## config.mk

```make
export PLATFORM = sky130hd
export DESIGN_NAME = hilo_muldiv_unit
export DESIGN_NICKNAME = d
export VERILOG_FILES = /design/src/rtl/muldiv_pkg.sv /design/src/rtl/div_radix2_core.sv /design/src/rtl/hilo_muldiv_unit.sv
export SDC_FILE = /design/constraint.sdc
export NUM_CORES = 2
export LEC_CHECK = 0
export CORE_UTILIZATION = 42
export CTS_CLUSTER_DIAMETER = 30
export CTS_CLUSTER_SIZE = 30
export DETAILED_ROUTE_END_ITERATION = 12
export GPL_TIMING_DRIVEN = 0
export PLACE_DENSITY = 0.68
export SLEW_MARGIN = 40
export SYNTH_ARGS = -nofsm -noshare
export SYNTH_HDL_FRONTEND = slang
export SYNTH_SLANG_ARGS = --single-unit
```

## constraint.sdc

```tcl
create_clock -name clk -period 23.7 [get_ports clk]
set_input_delay 2.37 -clock clk [delete_from_list [all_inputs] [get_ports clk]]
set_output_delay 2.37 -clock clk [all_outputs]
set_load 0.05 [all_outputs]
```

## src/rtl/muldiv_pkg.sv

```systemverilog
// Shared encodings, state enum and result payload for the HI/LO multiply/divide engine.
package muldiv_pkg;

    localparam int unsigned XLEN      = 32;
    localparam int unsigned DIV_ITERS = 32;
    localparam int unsigned CNT_W     = 6;

    localparam logic [1:0] OP_MULT  = 2'b00;
    localparam logic [1:0] OP_MULTU = 2'b01;
    localparam logic [1:0] OP_DIV   = 2'b10;
    localparam logic [1:0] OP_DIVU  = 2'b11;

    typedef enum logic [2:0] {
        IDLE,
        MUL,
        DIV,
        FIX,
        DONE
    } state_t;

    typedef struct packed {
        logic [XLEN-1:0] hi;
        logic [XLEN-1:0] lo;
    } hilo_t;

    // Two's-complement negate when requested.
    function automatic logic [XLEN-1:0] neg_if(input logic [XLEN-1:0] v, input logic c);
        return c ? XLEN'(-v) : v;
    endfunction

endpackage

```

## src/rtl/div_radix2_core.sv

```systemverilog
// Unsigned radix-2 restoring divider: one quotient bit per step, MSB first.
module div_radix2_core
    import muldiv_pkg::*;
(
    input  logic            clk,
    input  logic            rst,
    input  logic            load,
    input  logic            step,
    input  logic [XLEN-1:0] dividend,
    input  logic [XLEN-1:0] divisor,
    output logic [XLEN-1:0] quotient,
    output logic [XLEN-1:0] remainder
);

    logic [XLEN-1:0] divisor_q;
    logic [XLEN:0]   trial;

    // Partial remainder never reaches 2*divisor, so 33 bits hold the trial without loss.
    assign trial = {remainder, quotient[XLEN-1]} - {1'b0, divisor_q};

    always_ff @(posedge clk or negedge rst) begin
        if (!rst) begin
            quotient  <= '0;
            remainder <= '0;
            divisor_q <= '0;
        end else if (load) begin
            quotient  <= dividend;
            remainder <= '0;
            divisor_q <= divisor;
        end else if (step) begin
            if (!trial[XLEN]) begin
                remainder <= trial[XLEN-1:0];
                quotient  <= {quotient[XLEN-2:0], 1'b1};
            end else begin
                remainder <= {remainder[XLEN-2:0], quotient[XLEN-1]};
                quotient  <= {quotient[XLEN-2:0], 1'b0};
            end
        end
    end

endmodule

```

## src/rtl/hilo_muldiv_unit.sv

```systemverilog
// Multi-cycle MULT/MULTU/DIV/DIVU engine writing {HI,LO} with a single strobe.
module hilo_muldiv_unit
    import muldiv_pkg::*;
#(
    parameter int unsigned MUL_CYCLES = 2
) (
    input  logic            clk,
    input  logic            rst,
    input  logic            start,
    input  logic [1:0]      op,
    input  logic [XLEN-1:0] src_a,
    input  logic [XLEN-1:0] src_b,
    input  logic            flush,
    output logic            busy,
    output logic [63:0]     hl_data,
    output logic            hl_write_enable
);

    state_t            state, state_nx;
    logic [CNT_W-1:0]  cnt, cnt_nx;
    logic [1:0]        op_q;
    logic [XLEN-1:0]   a_q, b_q;
    logic              latch, core_load, core_step, result_we;
    hilo_t             result, mul_res, div_res;
    logic [63:0]       mul_a, mul_b, product;
    logic [XLEN-1:0]   core_q, core_r;
    logic              div_signed;

    // Sign-extending to 64 bits gives the 33-bit extended product modulo 2^64.
    assign mul_a   = {{XLEN{(op_q == OP_MULT) & a_q[XLEN-1]}}, a_q};
    assign mul_b   = {{XLEN{(op_q == OP_MULT) & b_q[XLEN-1]}}, b_q};
    assign product = mul_a * mul_b;
    assign mul_res = product;

    assign div_signed = (op_q == OP_DIV);
    assign div_res.hi = neg_if(core_r, div_signed & a_q[XLEN-1]);
    assign div_res.lo = (b_q == '0) ? '1
                      : neg_if(core_q, div_signed & (a_q[XLEN-1] ^ b_q[XLEN-1]));

    div_radix2_core u_core (
        .clk       (clk),
        .rst       (rst),
        .load      (core_load),
        .step      (core_step),
        .dividend  (neg_if(src_a, (op == OP_DIV) & src_a[XLEN-1])),
        .divisor   (neg_if(src_b, (op == OP_DIV) & src_b[XLEN-1])),
        .quotient  (core_q),
        .remainder (core_r)
    );

    always_ff @(posedge clk or negedge rst) begin
        if (!rst) begin
            state           <= IDLE;
            cnt             <= '0;
            op_q            <= '0;
            a_q             <= '0;
            b_q             <= '0;
            busy            <= 1'b0;
            hl_write_enable <= 1'b0;
            hl_data         <= '0;
        end else begin
            state           <= state_nx;
            cnt             <= cnt_nx;
            busy            <= (state_nx != IDLE);
            hl_write_enable <= result_we;
            if (latch) begin
                op_q <= op;
                a_q  <= src_a;
                b_q  <= src_b;
            end
            if (result_we) hl_data <= result;
        end
    end

    // Next state; flush overrides everything except a pulse already on the wire.
    always_comb begin
        state_nx  = state;
        cnt_nx    = cnt;
        latch     = 1'b0;
        core_load = 1'b0;
        core_step = 1'b0;
        result_we = 1'b0;
        result    = mul_res;
        case (state)
            IDLE: begin
                if (start) begin
                    latch  = 1'b1;
                    cnt_nx = '0;
                    if (op[1]) begin
                        state_nx  = DIV;
                        core_load = 1'b1;
                    end else begin
                        state_nx = MUL;
                    end
                end
            end
            MUL: begin
                if (cnt == CNT_W'(MUL_CYCLES - 1)) begin
                    state_nx  = DONE;
                    result_we = 1'b1;
                end else begin
                    cnt_nx = cnt + CNT_W'(1);
                end
            end
            DIV: begin
                core_step = 1'b1;
                if (cnt == CNT_W'(DIV_ITERS - 1)) state_nx = FIX;
                else                              cnt_nx   = cnt + CNT_W'(1);
            end
            FIX: begin
                state_nx  = DONE;
                result_we = 1'b1;
                result    = div_res;
            end
            DONE:    state_nx = IDLE;
            default: state_nx = IDLE;
        endcase
        if (flush) begin
            state_nx  = IDLE;
            latch     = 1'b0;
            core_load = 1'b0;
            core_step = 1'b0;
            result_we = 1'b0;
        end
    end

endmodule
```

## After elaboration in Yosys (flattened, before gate mapping)

Cells that the tools add are included.

| cells by class | value |
|---|---|
| add/subtract/negate cells | 6 |
| multiply operators | 1 |
| divide/modulo/power cells | 0 |
| $lt $le $gt $ge | 0 |
| equality and inequality tests | 10 |
| shift-type cells | 0 |
| muxes and demuxes | 34 |
| bitwise gates (word level) | 7 |
| reductions and logical operators | 7 |

Operator list:

| cell | count |
|---|---|
| $mux 32 | 10 |
| $neg 32->32 | 4 |
| $mul 33x33->64 | 1 |
| $mux 64 | 1 |
| $sub 33x32->33 | 1 |
| $logic_not 32->1 | 1 |
| $mux 6 | 3 |
| $pmux 6 s3 | 1 |
| $mux 1 | 12 |
| $mux 3 | 4 |
| $pmux 3 s4 | 1 |
| $add 6x1->6 const B | 1 |
| $and 1x1->1 | 6 |
| $eq 3x2->1 const B | 2 |
| $eq 6x1->1 const B | 1 |
| $eq 6x5->1 const B | 1 |
| $ne 2x2->1 const B | 3 |
| $reduce_bool 3->1 | 2 |
| $eq 2x2->1 const B | 2 |
| $reduce_and 4->1 | 1 |
| $eq 3x1->1 const B | 1 |
| $logic_not 3->1 | 1 |
| $logic_not 2->1 | 1 |
| $mux 2 | 1 |
| 3 further kinds | 3 |

| storage, ports and cells | value |
|---|---|
| bits in registers | 237 |
| bits in latches | 0 |
| memory bits (writable) | 0 |
| ROM bits | 0 |
| logic and storage cells | 76 |
| memories kept | 0 |

## Depth between registers and ports, before layout

| logic depth | value |
|---|---|
| word-level depth | 5 |
| gate-level depth with buffers | 32 |

## Cells and area by module

From an unflattened synthesis, not the netlist that was laid out.

| second synthesis, totals | value |
|---|---|
| cell total of the unflattened synthesis | 5,924 |
| area total of the unflattened synthesis | 52,497.8 µm² |

Modules (own cells, without submodules):

| module | times used | cells each | area each (µm²) |
|---|---|---|---|
| hilo_muldiv_unit | 1 | 5,209 | 46,452.1 |
| div_radix2_core | 1 | 715 | 6,045.8 |

## Worst setup path before layout

Ideal clock, no wire load.

| timing path | value |
|---|---|
| path type | reg-to-reg |
| start point | register a_q[31] |
| end point | register hl_data[60] |
| library setup time | 0.135 ns |
| arrival | 8.038 ns |
| required time | 23.565 ns |
| path slack | 15.527 ns |
| cell stages (with the launch flop) | 30 |
| buffers on the path | 2 |
| clock period less this slack | 8.173 ns |
| cell sequence | dfrtp_1 clkbuf_1 and2_1 clkbuf_1 nand2_1 inv_1 fa_1 inv_1 fa_1 inv_1 fa_1 inv_1 fa_1 fa_1 fa_1 fa_1 fa_1 inv_1 ha_1 a21oi_1 o21bai_1 a21o_1 a21o_1 a21oi_1 nor2b_1 a311oi_1 nand2b_1 mux2_2 a31oi_1 o21ai_0 |

| on the way | value |
|---|---|
| cells in the longest elaborated chain, start to end | 3 |

RTL lines:

| what | RTL line | source |
|---|---|---|
| from (decl) | hilo_muldiv_unit.sv:22 | `logic [XLEN-1:0] a_q, b_q;` |
| from (signal assigned) | hilo_muldiv_unit.sv:68 | `a_q <= src_a;` |
| $and 1x1->1, on equally long branches | hilo_muldiv_unit.sv:30, hilo_muldiv_unit.sv:36 |  |
| $mul 33x33->64 / $mux 32 (equally long branches) | hilo_muldiv_unit.sv:32, muldiv_pkg.sv:28 |  |
| $mux 64 (*) | hilo_muldiv_unit.sv:84 | `case (state)` |
| to (signal assigned) | hilo_muldiv_unit.sv:71 | `if (result_we) hl_data <= result;` |
| to (decl) | hilo_muldiv_unit.sv:15 | `output logic [63:0] hl_data,` |

Every way passes the cells marked *; elsewhere a longest branch is shown, timed or not.
A chain may end at the register's enable or synchronous reset.

## Final worst setup path

| timing path | value |
|---|---|
| start point | register op_q[0] |
| end point | register hl_data[61] |

| on the way | value |
|---|---|
| cells in the longest elaborated chain, start to end | 4 |

RTL lines:

| what | RTL line | source |
|---|---|---|
| from (decl) | hilo_muldiv_unit.sv:21 | `logic [1:0] op_q;` |
| from (signal assigned) | hilo_muldiv_unit.sv:67 | `op_q <= op;` |
| $logic_not 2->1 / $eq 2x2->1 (equally long branches) | hilo_muldiv_unit.sv:30, hilo_muldiv_unit.sv:31, hilo_muldiv_unit.sv:35 |  |
| $and 1x1->1, on equally long branches | hilo_muldiv_unit.sv:30, hilo_muldiv_unit.sv:31, hilo_muldiv_unit.sv:36 |  |
| $mul 33x33->64 / $mux 32 (equally long branches) | hilo_muldiv_unit.sv:32, muldiv_pkg.sv:28 |  |
| $mux 64 (*) | hilo_muldiv_unit.sv:84 |  |

Marked as above.

==> out/metrics.yaml <==
routing:
  wl_met1_um: 72860
  totalWireLength_um: 185400
  drc: 0
  top_layer: "met5"
  vias: 41780
  first_iter_violations: 4408
  wl_met2_um: 80100
  ant_nets: 0
  viasPerCell: 5.450
  drt-pass1-iter-count: 5
  wl_per_cell_um: 24.19
  met3_length_um: 19580
worst_hold_path:
  hold_depth: 2
  hold_end: "hl_data[61]"
  min_path_type: "reg -> reg"
  hp-start: "hl_data[61]"
setup_path:
  path_max_fanout: 10
  crit_type: "reg -> reg"
  slowest_stage: "fa_1"
  rr_worst_depth: 28
  reg2reg_to: "hl_data[61]"
  worstPathArrival_ns: 10.91
  slowest_delay_ns: 0.95
  critPathCaptureType: "flip-flop"
  worst_ep_required_time_ns: 24.15
  crit_top_cell: "fa_1"
  cp-start-kind: "flip-flop"
  r2r_slack_ns: 13.24
  r2r-start: "op_q[0]"
  critPathBufInv: 6
  crit_family: "adder cells"
yosys:
  synth_edf_count: 0
  synth_seq_cells: 237
  async_flop_share_pct: 100.0
  synth_nets: 7286
  synthCells: 5839
  syn_area_mm2: 0.05207
  ys.flop_type: "dfrtp_1"
  yosysWarnings: 0
  ys_types: 76
  ys_seq_area_share_pct: 11.39
  synth_area_per_cell_um2: 8.917
placed_design:
  place.gp.congestion: 1.053
  numPortBuffers: 135
  pre_cts_ws_ns: 13.32
  hpwl_um: 156500
timing:
  setup_violations: 0
  hold_violations: 0
  worst_slew_pin_slew_ns: 0.9527
  fin_skew_ns: 0.02393
  final_max_slew_viol_count: 0
  timing.slew.headroom_pct: 36.48
  hold_ws_ns: 0.4697
  final.setup.tns_ns: 0
  rsz0062_at_grt: "false"
  fmax_mhz: 95.61
  fin_crit_ns: 10.46
  finalCritPeriodShare_pct: 44.13
  worst_slack_ns: 13.24
grt:
  grt_max_degree: 73
  overflow: 0
  grt_pass1_vias: 43310
  grt_usage_pct: 30.14
  grt_pass1_wl_um: 279800
  antenna_found_initial: 7
final_layout:
  fillers: 11830
  layout_commonest_cell: "inv_1"
  area_growth_pct: 9.067
  drive_above_1_share_pct: 4.207
  final_cell_mix: "inv_1 (1,266), fa_1 (1,125), nand2_1 (1,037)"
  regArea_mm2: 0.005931
  multiInputGateArea_mm2: 0.04015
  fin_util_pct: 46.41
  nets: 7463
floorplan:
  pin_count: 136
  dieArea_mm2: 0.1254
  rows: 128
  die_w_um: 354.1
  die_h_um: 354.1
  start_util_pct: 42.55
  core_region_area_mm2: 0.1224
clock_tree:
  cts_resized: 0
  cts_tree: "yes"
  cts_setup_buffers: 0
  cts_hold_buf: 0
  cts.htree.levels: 1
  cts-root-buf: "clkbuf_16"
  clk_latency_ns: 0.60
  path_clk_slew_ns: 0.07
  clock_sinks: 237
  cts_buffers: 31
  clockBufferDepth: 3
status:
  status: "finished clean"
job:
  drv_cap: 0
registers in the layout, indices dropped and copies added (netlist names):
register,cells
b_q,32
u_core.quotient,32
a_q,32
op_q,2
u_core.remainder,32
hl_data,64
u_core.divisor_q,32
busy,1
hl_write_enable,1
cnt,6
state,3
synth_stat cells (37+ instances only):
| master | n | share of area (%) |
|---|---|---|
| o21ai_0 | 218 | 2.1 |
| fa_1 | 1126 | 43 |
| o22ai_1 | 59 | 0.71 |
| xor2_1 | 76 | 1.3 |
| a21o_1 | 72 | 1.0 |
| inv_1 | 1266 | 9.1 |
| and2_1 | 264 | 3.2 |
| mux2_2 | 68 | 1.5 |
| nor2_1 | 133 | 0.96 |
| dfrtp_1 | 237 | 11 |
| and3_1 | 37 | 0.44 |
| clkbuf_1 | 308 | 2.2 |
| a21oi_1 | 151 | 1.5 |
| ha_1 | 251 | 6.0 |
| nand2_1 | 1037 | 7.5 |
| nor3_1 | 38 | 0.37 |
| xnor2_1 | 134 | 2.3 |
cells by family after synthesis:
logic type                 Yosys count  synth area share (%)
and+or+nand+nor                   1646                 14.13
DFF                                237                 11.39
adders and majority gates         1377                 49.32
AOI/OAI and AO/OA                  677                 8.021
xor gates and xnor gates           210                 3.532
muxes                               98                 2.047
buffers and inverters             1594                 11.56
layer usage:
metal	up-vias	track usage (%)
met3	468	6.437
met1	21260	40.81
li1	17910	-
met2	2150	45.18
met4	2	16.41
met5	-	0
layout make-up:
class	count	area share [%]
multi-input combinational	4008	70.70
sequential	237	10.44
inverter	1267	8.375
tap	1625	3.580
timing repair buffer	144	2.648
buffer	327	2.377
clock buffer	33	1.415
clock inverter	21	0.4429
antenna	5	0.02203
metrics by stage:
stage               std cells  instance area (um2)
floorplan                5839                52070
global placement         7599                55450
detailed placement       7605                55670
CTS                      7659                56720
global route             7664                56780
finish                   7667                56790
worst max-delay path by stage:
| stage | startpoint | endpoint | slack, ns | cells after the start |
|---|---|---|---|---|
| floorplan | a_q[31] | hl_data[60] | 15.53 | 29 |
| global placement | rst | hl_data[20] | 9.85 | 1 |
| detailed placement | op_q[0] | hl_data[61] | 13.32 | 28 |
| CTS | op_q[0] | hl_data[61] | 13.27 | 28 |
| global route | op_q[0] | hl_data[61] | 12.92 | 28 |
| finish | op_q[0] | hl_data[61] | 13.24 | 28 |
worst min-delay path, cell delays in order (launching register included):
cell and delay (ns):
dfrtp_1 0.34, nand2_1 0.05, nand2_1 0.05
Power is left out: the tool's default activity adds up to more than one toggle a clock period on the data nets, which glitch-free logic cannot reach.
